$ cat src/rtl/frog_input_ctrl.sv
// Frogger input/life-cycle controller: debounced switches -> grid-stepped position, plus hop/die/respawn/win/over FSM.
// Define FROG_AUTOREPEAT_EN to let a held direction re-hop each time the hop cooldown expires.

module frog_input_ctrl_deb #(
  parameter int DEBOUNCE_CYCLES = 250000
) (
  input  logic CLK,
  input  logic RST_N,
  input  logic raw,
  output logic stable,
  output logic press
);
  localparam int CW = $clog2(DEBOUNCE_CYCLES + 1);

  logic          meta, sync, stable_q;
  logic [CW-1:0] cnt;

  always_ff @(posedge CLK) begin
    if (!RST_N) begin
      meta     <= 1'b0;
      sync     <= 1'b0;
      stable   <= 1'b0;
      stable_q <= 1'b0;
      cnt      <= '0;
    end else begin
      meta     <= raw;
      sync     <= meta;
      stable_q <= stable;
      if (sync == stable) cnt <= '0;
      else if (cnt == CW'(DEBOUNCE_CYCLES - 1)) begin
        stable <= sync;
        cnt    <= '0;
      end else cnt <= cnt + 1'b1;
    end
  end

  assign press = stable & ~stable_q;
endmodule

module frog_input_ctrl #(
  parameter int DEBOUNCE_CYCLES = 250000,
  parameter int HOP_COOLDOWN    = 2500000,
  parameter int STEP            = 32,
  parameter int H_DISPLAY       = 640,
  parameter int V_DISPLAY       = 480,
  parameter int PLAYER_WIDTH    = 32,
  parameter int PLAYER_HEIGHT   = 32,
  parameter int START_X         = 304,
  parameter int START_Y         = 416,
  parameter int DEAD_FRAMES     = 60,
  parameter int LIVES_INIT      = 3
) (
  input  logic       CLK,
  input  logic       RST_N,
  input  logic       SW1,
  input  logic       SW2,
  input  logic       SW3,
  input  logic       SW4,
  input  logic       collision,
  input  logic       frame_tick,
  output logic [9:0] player_x,
  output logic [9:0] player_y,
  output logic       hop_pulse,
  output logic       win_pulse,
  output logic [1:0] lives,
  output logic       dead,
  output logic       game_over
);
  localparam int CDW = $clog2(HOP_COOLDOWN + 1);
  localparam int FCW = $clog2(DEAD_FRAMES + 1);

  typedef enum logic [1:0] {PLAY, COOLDOWN, DEAD, OVER} state_t;

  state_t         state_q, state_d;
  logic [9:0]     x_d, y_d;
  logic [1:0]     lives_d;
  logic           hop_d, win_d;
  logic [CDW-1:0] cd_q, cd_d;
  logic [FCW-1:0] fc_q, fc_d;

  // bit order: [0]=up, [1]=down, [2]=left, [3]=right
  logic [3:0] raw_sw, lvl, prs, evt;
  assign raw_sw = {SW4, SW3, SW2, SW1};

  for (genvar i = 0; i < 4; i++) begin : g_deb
    frog_input_ctrl_deb #(.DEBOUNCE_CYCLES(DEBOUNCE_CYCLES)) u_deb (
      .CLK(CLK), .RST_N(RST_N), .raw(raw_sw[i]), .stable(lvl[i]), .press(prs[i])
    );
  end

  logic rpt_q;
`ifdef FROG_AUTOREPEAT_EN
  // Armed for the single PLAY cycle that follows cooldown expiry.
  always_ff @(posedge CLK) begin
    if (!RST_N) rpt_q <= 1'b0;
    else        rpt_q <= (state_q == COOLDOWN) && (state_d == PLAY) && !win_d;
  end
`else
  assign rpt_q = 1'b0;
`endif
  assign evt = prs | (rpt_q ? lvl : 4'b0000);

  // 11-bit bounds arithmetic so the sums cannot wrap
  logic [10:0] x11, y11;
  logic        ok_up, ok_dn, ok_lt, ok_rt;
  assign x11   = {1'b0, player_x};
  assign y11   = {1'b0, player_y};
  assign ok_up = y11 >= 11'(STEP);
  assign ok_dn = (y11 + 11'(PLAYER_HEIGHT) + 11'(STEP)) <= 11'(V_DISPLAY);
  assign ok_lt = x11 >= 11'(STEP);
  assign ok_rt = (x11 + 11'(PLAYER_WIDTH) + 11'(STEP)) <= 11'(H_DISPLAY);

  always_comb begin
    state_d = state_q;
    x_d     = player_x;
    y_d     = player_y;
    lives_d = lives;
    hop_d   = 1'b0;
    win_d   = 1'b0;
    cd_d    = cd_q;
    fc_d    = fc_q;
    case (state_q)
      PLAY, COOLDOWN: begin
        if (collision) begin
          cd_d = '0;
          fc_d = '0;
          if (lives > 2'd1) begin
            lives_d = lives - 2'd1;
            state_d = DEAD;
          end else begin
            lives_d = 2'd0;
            state_d = OVER;
          end
        end else if (player_y == 10'd0) begin
          win_d   = 1'b1;
          x_d     = 10'(START_X);
          y_d     = 10'(START_Y);
          cd_d    = '0;
          state_d = PLAY;
        end else if (state_q == COOLDOWN) begin
          if (cd_q == CDW'(HOP_COOLDOWN - 1)) begin
            cd_d    = '0;
            state_d = PLAY;
          end else cd_d = cd_q + 1'b1;
        end else begin
          // only the highest-priority event is considered; the rest are dropped
          if (evt[0]) begin
            if (ok_up) begin y_d = player_y - 10'(STEP); hop_d = 1'b1; end
          end else if (evt[1]) begin
            if (ok_dn) begin y_d = player_y + 10'(STEP); hop_d = 1'b1; end
          end else if (evt[2]) begin
            if (ok_lt) begin x_d = player_x - 10'(STEP); hop_d = 1'b1; end
          end else if (evt[3]) begin
            if (ok_rt) begin x_d = player_x + 10'(STEP); hop_d = 1'b1; end
          end
          if (hop_d) begin
            cd_d    = '0;
            state_d = COOLDOWN;
          end
        end
      end
      DEAD: begin
        if (frame_tick) begin
          if (fc_q == FCW'(DEAD_FRAMES - 1)) begin
            fc_d    = '0;
            x_d     = 10'(START_X);
            y_d     = 10'(START_Y);
            state_d = PLAY;
          end else fc_d = fc_q + 1'b1;
        end
      end
      OVER: begin
        if (|evt) begin
          lives_d = 2'(LIVES_INIT);
          x_d     = 10'(START_X);
          y_d     = 10'(START_Y);
          state_d = PLAY;
        end
      end
      default: state_d = PLAY;
    endcase
  end

  always_ff @(posedge CLK) begin
    if (!RST_N) begin
      state_q   <= PLAY;
      player_x  <= 10'(START_X);
      player_y  <= 10'(START_Y);
      lives     <= 2'(LIVES_INIT);
      hop_pulse <= 1'b0;
      win_pulse <= 1'b0;
      cd_q      <= '0;
      fc_q      <= '0;
    end else begin
      state_q   <= state_d;
      player_x  <= x_d;
      player_y  <= y_d;
      lives     <= lives_d;
      hop_pulse <= hop_d;
      win_pulse <= win_d;
      cd_q      <= cd_d;
      fc_q      <= fc_d;
    end
  end

  assign dead      = (state_q == DEAD);
  assign game_over = (state_q == OVER);
endmodule

$ cat config.mk
export PLATFORM = sky130hd
export DESIGN_NAME = frog_input_ctrl
export DESIGN_NICKNAME = d
export VERILOG_FILES = /design/src/rtl/frog_input_ctrl.sv
export SDC_FILE = /design/constraint.sdc
export NUM_CORES = 1
export LEC_CHECK = 0
export ABC_AREA = 1
export BUFFER_PORTS_ARGS = -buffer_cell sky130_fd_sc_hd__buf_2
export CAP_MARGIN = 15
export CORE_MARGIN = 1.5
export CORE_UTILIZATION = 50
export DETAILED_ROUTE_END_ITERATION = 10
export PLACE_DENSITY = 0.67
export REMOVE_ABC_BUFFERS = 1
export SLEW_MARGIN = 0
export SYNTH_ARGS = -nofsm -noshare
export SYNTH_HDL_FRONTEND = slang
export SYNTH_SLANG_ARGS = --single-unit
export TNS_END_PERCENT = 1
$ cat constraint.sdc
create_clock -name CLK -period 2.3 [get_ports CLK]
set_input_delay 0.23 -clock CLK [delete_from_list [all_inputs] [get_ports CLK]]
set_output_delay 0.23 -clock CLK [all_outputs]
set_load 0.02 [all_outputs]
==> flow_summary_export.csv <==
group,metric,value,unit
min_path,min_from,"SW1",
job,maxCapViolations,0,
yosys,syn_inst,1030,
cts,clock-sinks,133,
yosys,synthArstFlopShare,0,%
cts,clkLatencyLatePin,0.42,ns
floorplanning,start_util,51.78,%
yosys,synth.top_cells.by_area,"dfxtp_1 (37%), nand2_1 (11%), nor2_1 (6.7%)",
floorplanning,die-area,0.01522,mm²
worst_setup_path,cpMaxStageDelayCell,"dfxtp_1",
timing,slew_viol_final,0,
detailed_routing,wl_per_cell,11.94,µm
detailed_routing,drc,0,
cts,cts_tree,"done",
finish,utilization,57.75,%
timing,setup_tns,0,ns
yosys,yosysWarnings,0,
timing,worst_hold_slack,0.01568,ns
grt,grt_pass1_vias,5719,
run_status,status,"finished, final reports clean",
cts,clk_path_buf_depth,2,
yosys,synth_seq_cells,133,
worst_setup_path,reg2reg_slack,0.34,ns
floorplanning,die_x,123.4,µm
worst_setup_path,cp_top_family,"simple AND/OR/NAND/NOR gates",
worst_setup_path,cpPeakStageDelay,0.34,ns
min_path,min_to,"g_deb[0].u_deb.meta$_SDFF_PN0_",
power,p_per_area,721.5,mW/mm²
power,power.leakage,3.122,nW
yosys,ys_seq_area_share,36.76,%
worst_setup_path,cp-start-kind,"flip-flop",
worst_setup_path,timing.critical_path.from,"player_y[6]$_SDFFE_PN0P_",
placement,port_buffers,24,
floorplanning,core_region_area,0.01399,mm²
cts,root_buffer,"clkbuf_16",
yosys,synthDistinctLibCells,48,
cts,clk_pin_slew,0.06,ns
timing,post-route-period-util,85.34,%
grt,grt_max_degree,31,
cts,cts_buffers,17,
detailed_routing,dr.pass1.iters,5,
worst_setup_path,r2r-end,"player_x[8]$_SDFFE_PN1P_",
worst_setup_path,arrival,2.26,ns
grt,antenna_found_initial,0,
timing,layout_min_cycle_time,1.963,ns
worst_setup_path,critPathCaptureType,"flip-flop",
yosys,yosysTopAreaCell,"dfxtp_1",
floorplanning,ios,34,
grt,grtUsageTotal,21.08,%
placement,hpwl,10450,µm
placement,place_congestion,0.9302,
timing,worst_pin_slew,0.5485,ns
yosys,synthFlopType,"dfxtp_1",
min_path,worstHoldPathCells,3,
detailed_routing,ant_nets,0,
grt,gr-total-overflow,0,
power,ir_drop,0.0007053,V
timing,fin_skew,0.01077,ns
detailed_routing,vias,6261,
finish,fin_nets,1089,
timing,hold_viol_final,0,
timing,rsz0062_at_grt,"false",
timing,slew_headroom,63.10,%
worst_setup_path,rr_worst_depth,11,
detailed_routing,vias_per_cell,4.985,
finish,antenna_cells,0,
yosys,syn-cell-area,0.007243,mm²
min_path,hold_class,"in2reg",
worst_setup_path,critPathRequiredTime,2.60,ns
yosys,synth_edf_count,0,
worst_setup_path,path_max_fanout,12,
cts,ctsHtreeMaxLevel,4,
worst_setup_path,r2r-start,"player_y[6]$_SDFFE_PN0P_",
yosys,yosysMostFrequentCell,"nand2_1",
finish,post-route-cell-area,0.008079,mm²
grt,grt_pass1_wl,25520,µm
detailed_routing,drt-initial-drc-count,419,
finish,syn2layout_area_growth,11.54,%
floorplanning,die_h,123.4,µm
worst_setup_path,critPathKind,"reg2reg",
timing,setup_viol,0,
yosys,synth.top_cell.area_share,36.76,%
finish,layout-drive-gt1-share,12.45,%
detailed_routing,drt_wl_total,15000,µm
yosys,avgSynthCellArea,7.032,µm²
worst_setup_path,worst-path-buf-inv,4,
timing,fmax,0.5095,GHz
worst_setup_path,crit_chain,"inv_1 > ha_1 > nand4_4 > inv_2 > nor2_4 > inv_1 > nand4_2 > nand2_2 > inv_2 > nand2_1 > nand3_1",
yosys,synth_common_cells,"nand2_1 (219), dfxtp_1 (133), nor2_1 (129), inv_1 (122), nand3_1 (69)",
floorplanning,num_rows,43,
placement,postPlaceCellArea,0.007457,mm²
power,total_power,5.829,mW
## stage by stage
step           instances  setup slack, ns
2_1_floorplan       1007           0.3546
3_3_place_gp        1220           0.3958
3_5_place_dp        1220           0.3594
4_1_cts             1256           0.3307
5_1_grt             1256           0.1147
6_report            1256           0.3371
## flip-flops by register name, summed over array words and instances (netlist names)
name	flops
fc_q	6
g_deb.u_deb.stable_q	4
g_deb.u_deb.sync	4
g_deb.u_deb.meta	4
win_pulse	1
hop_pulse	1
g_deb.u_deb.stable	4
player_y	5
cd_q	22
lives	2
player_x	6
state_q	2
g_deb.u_deb.cnt	72
## report_power, final
part | switching [mW] | total (mW) | internal [mW]
clock network | 1.07 | 2.67 | 1.61
logic | 0.488 | 0.719 | 0.231
registers | 0.0792 | 2.44 | 2.36
## cells in the final DEF (no fill, tap or decap), types with 4 or more instances in the layout
cell,instances
a21oi_1,66
and3_1,5
buf_2,24
buf_4,9
clkbuf_16,17
clkinvlp_4,4
conb_1,9
dfxtp_1,133
dlygate4sd3_1,4
ha_1,18
inv_1,122
inv_2,14
inv_6,5
nand2_1,219
nand2_2,11
nand3_1,69
nand4_1,26
nor2_1,129
nor2_2,15
nor3_1,28
nor3_2,5
nor3b_1,13
nor4_1,13
o21ai_0,22
o21ai_2,4
or2_2,4
xnor2_1,6
xor2_1,39
## repair_timing
action                                 CTS  global route
hold buffers                             4             0
endpoints found under the hold margin    4             0
buffers inserted                         0             0
resized for setup                        0             0
## area by class of cell
| class | instances | area, µm² |
|---|---|---|
| Clock buffer | 18 | 429.2 |
| Clock inverter | 14 | 152.6 |
| Fill cell | 1361 | 5909 |
| Inverter | 138 | 524.3 |
| Multi-Input combinational cell | 736 | 3857 |
| Sequential cell | 133 | 2663 |
| Tap cell | 180 | 225.2 |
| Timing Repair Buffer | 37 | 227.7 |
## kinds of logic after synthesis
family | synth area share [%]
other | 0.05177
DFF | 36.76
and+or+nand+nor | 36.22
adders and majority gates | 3.109
AOI/OAI and AO/OA | 8.015
buffers and inverters | 10.40
xor gates and xnor gates | 5.441
## layer usage
metal / up-vias / part of all wire [%] / global-route usage, %
met4: 0 / 1.5 / 7.615
met2: 93 / 46 / 35.14
met3: 24 / 3.5 / 5.351
met1: 2774 / 49 / 26.38
li1: 3370 / - / -
met5: - / 0 / 0
## tightest hold or removal path, stage by stage
cell,delay [ns]
buf_2,0.09
nand2_1,0.05
inv_1,0.04
## worst max path at each step
stage          depth (start not counted)                        to
2_1_floorplan                          9  player_x[4]$_SDFFE_PN1P_
3_3_place_gp                          12     cd_q[19]$_SDFFE_PN0P_
3_5_place_dp                          11  player_x[8]$_SDFFE_PN1P_
4_1_cts                               11  player_x[8]$_SDFFE_PN1P_
5_1_grt                               10  player_x[7]$_SDFFE_PN0P_
6_report                              11  player_x[8]$_SDFFE_PN1P_
Note: power is estimated with default switching activity, not from simulation.
